**src/rtl/program_loader_pkg.sv**
```systemverilog
// Shared definitions for the SAP program loader: FSM state encoding,
// word framing constants and the opcode/operand byte lanes.
package program_loader_pkg;

    typedef enum logic [2:0] {
        LDR_IDLE  = 3'd0,
        LDR_COUNT = 3'd1,
        LDR_HI    = 3'd2,
        LDR_LO    = 3'd3,
        LDR_WRITE = 3'd4,
        LDR_CHK   = 3'd5,
        LDR_DONE  = 3'd6,
        LDR_ERROR = 3'd7
    } ldr_state_e;

    localparam int SAP_WORD_BYTES  = 2;
    localparam int SAP_OPCODE_MSB  = 15;
    localparam int SAP_OPCODE_LSB  = 8;
    localparam int SAP_OPERAND_MSB = 7;
    localparam int SAP_OPERAND_LSB = 0;

    // States in which the loader is willing to take a stream byte
    function automatic logic is_rx_state(input ldr_state_e s);
        return (s == LDR_COUNT) || (s == LDR_HI) || (s == LDR_LO) || (s == LDR_CHK);
    endfunction

endpackage

```
**src/rtl/program_loader_checksum.sv**
```systemverilog
// 8-bit running sum over the count byte and every data byte of a load.
// Only present when PROG_CHECKSUM_EN is defined; without it the loader
// has no trailer check and this module is not built.
`ifdef PROG_CHECKSUM_EN
module program_loader_checksum (
    input  logic       i_clock,
    input  logic       i_reset,
    input  logic       i_clear,
    input  logic       i_add,
    input  logic [7:0] i_byte,
    output logic [7:0] o_sum
);

    logic [7:0] sum_q;

    // Clear at the start of a load, otherwise accumulate accepted bytes
    always_ff @(posedge i_clock or posedge i_reset) begin
        if (i_reset) begin
            sum_q <= 8'd0;
        end else if (i_clear) begin
            sum_q <= 8'd0;
        end else if (i_add) begin
            sum_q <= sum_q + i_byte;
        end
    end

    assign o_sum = sum_q;

endmodule
`endif

```
**src/rtl/program_loader.sv**
```systemverilog
// SAP program loader: frames a valid/ready byte stream (count N, then N
// high/low byte pairs) into 16-bit words and writes them into the RAM
// program port, holding the CPU in reset while loading.
// Optional trailer checksum is enabled by defining PROG_CHECKSUM_EN.
//
// state     | meaning
// IDLE      | waiting for i_start after reset
// COUNT     | taking the word count byte (0 means a full RAM)
// HI        | taking the opcode byte of the next word
// LO        | taking the operand byte of the next word
// WRITE     | one-cycle RAM write strobe, address/data stable
// CHK       | taking the checksum trailer byte
// DONE      | load complete, CPU released
// ERROR     | checksum mismatch, CPU still held in reset
module program_loader
    import program_loader_pkg::*;
#(
    parameter int ADDR_WIDTH = 8,
    parameter int DATA_WIDTH = 16
) (
    input  logic                  i_clock,
    input  logic                  i_reset,
    input  logic                  i_start,
    input  logic                  i_byte_valid,
    input  logic [7:0]            i_byte,
    output logic                  o_byte_ready,
    output logic                  o_program_mode,
    output logic [ADDR_WIDTH-1:0] o_program_address,
    output logic [DATA_WIDTH-1:0] o_program_data,
    output logic                  o_write_enable,
    output logic                  o_cpu_reset,
    output logic                  o_busy,
    output logic                  o_done,
    output logic                  o_error
);

    localparam logic [ADDR_WIDTH:0] CNT_ONE  = (ADDR_WIDTH+1)'(1);
    localparam logic [ADDR_WIDTH:0] CNT_FULL = {1'b1, {ADDR_WIDTH{1'b0}}};

    ldr_state_e                state_q, state_d;
    logic [ADDR_WIDTH-1:0]     addr_q;
    logic [ADDR_WIDTH:0]       remaining_q;
    logic [DATA_WIDTH-1:0]     data_q;
    logic                      ready_q, busy_q, done_q, cpu_reset_q, we_q;
    logic                      accept;
    logic                      start_load;
    logic                      add_byte;

    assign accept     = i_byte_valid & ready_q;
    assign start_load = i_start & ((state_q == LDR_IDLE) || (state_q == LDR_DONE) ||
                                   (state_q == LDR_ERROR));
    assign add_byte   = accept & ((state_q == LDR_COUNT) || (state_q == LDR_HI) ||
                                  (state_q == LDR_LO));

`ifdef PROG_CHECKSUM_EN
    logic [7:0] sum;
    logic       error_q;

    program_loader_checksum u_checksum (
        .i_clock (i_clock),
        .i_reset (i_reset),
        .i_clear (start_load),
        .i_add   (add_byte),
        .i_byte  (i_byte),
        .o_sum   (sum)
    );
`else
    logic unused_add;
    assign unused_add = add_byte;
`endif

    // Next-state decode; outputs are registered from state_d below
    always_comb begin
        state_d = state_q;
        case (state_q)
            LDR_IDLE, LDR_DONE, LDR_ERROR: if (i_start) state_d = LDR_COUNT;
            LDR_COUNT: if (accept) state_d = LDR_HI;
            LDR_HI:    if (accept) state_d = LDR_LO;
            LDR_LO:    if (accept) state_d = LDR_WRITE;
            LDR_WRITE: begin
                if (remaining_q == CNT_ONE) begin
`ifdef PROG_CHECKSUM_EN
                    state_d = LDR_CHK;
`else
                    state_d = LDR_DONE;
`endif
                end else begin
                    state_d = LDR_HI;
                end
            end
`ifdef PROG_CHECKSUM_EN
            LDR_CHK: if (accept) state_d = (i_byte == sum) ? LDR_DONE : LDR_ERROR;
`endif
            default: state_d = LDR_IDLE;
        endcase
    end

    // State register, registered status outputs, counters and data latch
    always_ff @(posedge i_clock or posedge i_reset) begin
        if (i_reset) begin
            state_q     <= LDR_IDLE;
            addr_q      <= '0;
            remaining_q <= '0;
            data_q      <= '0;
            ready_q     <= 1'b0;
            busy_q      <= 1'b0;
            done_q      <= 1'b0;
            cpu_reset_q <= 1'b0;
            we_q        <= 1'b0;
        end else begin
            state_q     <= state_d;
            ready_q     <= is_rx_state(state_d);
            busy_q      <= is_rx_state(state_d) || (state_d == LDR_WRITE);
            done_q      <= (state_d == LDR_DONE);
            cpu_reset_q <= is_rx_state(state_d) || (state_d == LDR_WRITE) ||
                           (state_d == LDR_ERROR);
            we_q        <= (state_d == LDR_WRITE);

            if (start_load) begin
                addr_q <= '0;
            end
            case (state_q)
                LDR_COUNT: if (accept) begin
                    remaining_q <= (i_byte == 8'd0) ? CNT_FULL : (ADDR_WIDTH+1)'(i_byte);
                end
                LDR_HI: if (accept) data_q[SAP_OPCODE_MSB:SAP_OPCODE_LSB] <= i_byte;
                LDR_LO: if (accept) data_q[SAP_OPERAND_MSB:SAP_OPERAND_LSB] <= i_byte;
                LDR_WRITE: begin
                    addr_q      <= addr_q + ADDR_WIDTH'(1);
                    remaining_q <= remaining_q - CNT_ONE;
                end
                default: ;
            endcase
        end
    end

`ifdef PROG_CHECKSUM_EN
    // Error flag follows the ERROR state
    always_ff @(posedge i_clock or posedge i_reset) begin
        if (i_reset) begin
            error_q <= 1'b0;
        end else begin
            error_q <= (state_d == LDR_ERROR);
        end
    end

    assign o_error = error_q;
`else
    assign o_error = 1'b0;
`endif

    assign o_byte_ready      = ready_q;
    assign o_program_mode    = busy_q;
    assign o_busy            = busy_q;
    assign o_done            = done_q;
    assign o_cpu_reset       = cpu_reset_q;
    assign o_write_enable    = we_q;
    assign o_program_address = addr_q;
    assign o_program_data    = data_q;

endmodule

```
**config.mk**
```make
export PLATFORM = sky130hd
export DESIGN_NAME = program_loader
export DESIGN_NICKNAME = d
export VERILOG_FILES = /design/src/rtl/program_loader_pkg.sv /design/src/rtl/program_loader_checksum.sv /design/src/rtl/program_loader.sv
export SDC_FILE = /design/constraint.sdc
export NUM_CORES = 1
export LEC_CHECK = 0
export CORE_MARGIN = 2
export CORE_UTILIZATION = 50
export DETAILED_ROUTE_END_ITERATION = 10
export HOLD_SLACK_MARGIN = 0.12
export PLACE_DENSITY = 0.8
export RECOVER_POWER = 25
export SLEW_MARGIN = 10
export SYNTH_ARGS = -nofsm -noshare
export SYNTH_HDL_FRONTEND = slang
export SYNTH_SLANG_ARGS = --single-unit
export TNS_END_PERCENT = 1
```
**constraint.sdc**
```tcl
create_clock -name i_clock -period 2.8 [get_ports i_clock]
set_input_delay 0.28 -clock i_clock [delete_from_list [all_inputs] [get_ports i_clock]]
set_output_delay 0.28 -clock i_clock [all_outputs]
set_load 0.02 [all_outputs]
```
==> impl_metrics.toml <==
[critical_path]
worstSetupEndpointType = "flop"
r2r_setup_slack_ps = 710
cp_data_arrival_time_ps = 2270
crit_path_max_fanout = 14
endpoint_required_time_on_the_critical_path_ps = 2980
timing_worst_setup_path_type = "flop to flop"
startpoint_type = "flop"

[clock_network]
cts_post_setup_buffers_inserted = 0
clkTransAtPathRegs_ps = 80
root_buffer = "sky130_fd_sc_hd__clkbuf_8"
maximum_level_of_the_cts_h_tree = 2
cts.path.max_buffers = 2
cts_num_sinks = 41
cts_hold_buf = 0
number_of_buffers_added_by_the_clock_tree_synthesis_step = 5
cts_tree = "done"
post_cts_resized = 0
clk-insertion-delay-late_ps = 290

[floorplanning]
fp.coreArea_um2 = 3716
dieArea_um2 = 4417
die_width_um = 66.46
initial_utilization_pct = 52.49
boundaryPins = 43
die-height_um = 66.46
std_cell_rows = 22

[synthesis]
synth_enable_flop_cells = 0
synth_ff_type = "sky130_fd_sc_hd__dfrtp_1"
ys_types = 41
yosysWarningCount = 0
synth_sequential_area_ratio_pct = 52.60
async_reset_ff_share_pct = 100.0
avgSynthCellArea_um2 = 10.78
synthesis.instances = 181
syn-num-nets = 196
total_standard_cell_area_after_synthesis_um2 = 1951
synth-seq-cells = 41

[placed_design]
portBuffers = 41
placedCellCount = 263
replace_congestion = 0.9250
dpl_wire_length_mm = 3.228

[drt]
routed_via_density = 5.934
first_iter_violations = 123
num_vias = 1608
post-route-drc-count = 0
detail-route-antenna-nets = 0
drt_pre_antenna_iters = 4
routedWlPerCell_um = 16.32
total_routed_wirelength_mm = 4.424

[layout]
final_cells = 271
syn_to_final_growth_pct = 29.38
num-nets-final = 237
finalCoreUtilization_pct = 67.91
post_route_cells_drive_above_1_share_pct = 13.90
antennaDiodeCount = 0

[global_route]
number_of_antenna_violations_at_the_first_check_in_global_routing = 0
maximum_number_of_pins_on_one_net_before_global_route_repair = 42
grt.overflow.total = 0
grt_pass1_vias = 1631
grt_pass1_wl_mm = 7.569
track_usage_pct = 22.90

[sta]
fin_setup_tns_ps = 0
layout_worst_path_cycle_share_pct = 74.49
rsz0062_at_grt = "false"
finalSetupViolCount = 0
final.setup_skew_ps = 3.595
final-hold-violation-count = 0
max_slew_margin_pct = 33.01
worst_pin_slew_ps = 1005
timing.final.crit_period_ps = 2086
maxClockFrequency_ghz = 0.4794
drv_slew = 0

[outcome]
result_of_the_run = "complete, no violations"

[power]
cellLeakagePower_nw = 1.069
power_per_cell_area_nw_per_um2 = 1127
peakVddDrop_mv = 0.7081
post-layout-total-power_mw = 2.844

[job]
maxCapViolations = 0

[hold_path]
hold_class = "flop to flop"
## metal layers
layer / part of all wire (%) / track usage, % / wire length, um / vias up
met5: 0 / 0 / 0 / -
met4: 1.9 / 6.378 / 82 / 0
met2: 51 / 39.88 / 2269 / 69
met1: 41 / 27.81 / 1818 / 786
met3: 5.7 / 6.250 / 253 / 11
li1: - / - / - / 742
## through the flow
stage | hold WS (ps) | area [um2] | worst slack, ps
floorplan | 404.4 | 1951 | 843.0
global placement | 461.8 | 2392 | 796.2
detailed placement | 475.3 | 2392 | 741.7
CTS | 422.3 | 2526 | 732.5
global route | 509.5 | 2524 | 650.3
finish | 480.8 | 2524 | 714.3
## path summary, 6_finish.rpt
kind,start,endpoint,cells past startpoint
worst max-delay path,state_q[1],remaining_q[5],4
worst min-delay path,o_program_address[7],o_program_address[7],1
worst max register to register,state_q[1],remaining_q[5],4
worst min register to register,o_program_address[7],o_program_address[7],1
max in group asynchronous,i_reset,o_program_address[5],3
min in group asynchronous,i_reset,o_program_data[12],3
## synth_stat cells, drive strengths merged (2+ instances only)
master | count | share of area, %
a211oi | 3 | 1.2
a21oi | 6 | 1.5
a31oi | 3 | 0.96
and3 | 2 | 0.64
buf | 5 | 1.5
clkbuf | 4 | 0.77
dfrtp | 41 | 53
ha | 3 | 1.9
inv | 5 | 0.96
mux2 | 16 | 9.2
mux2i | 6 | 3.1
nand2 | 15 | 2.9
nand2b | 5 | 1.6
nand3 | 8 | 2.1
nor2 | 11 | 2.1
nor2b | 5 | 1.6
nor3 | 6 | 1.8
nor4 | 5 | 1.6
o211ai | 4 | 1.5
o21ai | 8 | 2.1
o2bb2ai | 2 | 0.90
or4 | 2 | 0.77
## registers in the layout, summed over array words and instances (netlist names)
signal	cells
o_write_enable	1
remaining_q	9
o_program_data	16
state_q	3
o_busy	1
o_byte_ready	1
o_done	1
o_program_address	8
o_cpu_reset	1
## report_power, final
part | switching, mW | total, mW | leakage [nW] | internal, mW
registers | 0.251 | 1.09 | 0.506 | 0.838
logic | 0.602 | 1.20 | 0.496 | 0.596
clock network | 0.203 | 0.557 | 0.0681 | 0.354
## cell families after synthesis
logic type	after synthesis	share of synthesized area, %
simple gates	66	17.96
flops	41	52.60
compound gates	34	11.80
mux	22	12.32
buf+inv	14	3.207
fa+ha+maj	3	1.925
other cells	1	0.1922
## cell usage in the layout (no fill, tap or decap), drive strengths merged, types with 4 or more instances in the layout
cell type       n
mux2i           6
clkbuf          6
nor4            5
nand2          15
nand2b          5
nor2b           5
clkdlybuf4s50  40
a21oi           6
o211ai          4
o21ai           8
mux2           16
nor3            6
nand3           8
inv             5
dfrtp          41
nor2           11
## critical path, cell delays in order (launching register included)
cell and delay [ps]:
sky130_fd_sc_hd__dfrtp_1 540, sky130_fd_sc_hd__or3b_1 440, sky130_fd_sc_hd__or4_1 440, sky130_fd_sc_hd__o311a_1 300
sky130_fd_sc_hd__a211o_1 260
## cell type report
| cell class | count | area, um2 |
|---|---|---|
| inverters | 5 | 18.77 |
| repair buffers | 43 | 422.9 |
| multi-input cells | 126 | 862.1 |
| clock buffers | 5 | 68.82 |
| fillers | 282 | 1192 |
| flip-flops and latches | 41 | 1026 |
| well taps | 48 | 60.06 |
| clock inverters | 3 | 65.06 |
Power figures use the tool's default switching activity.
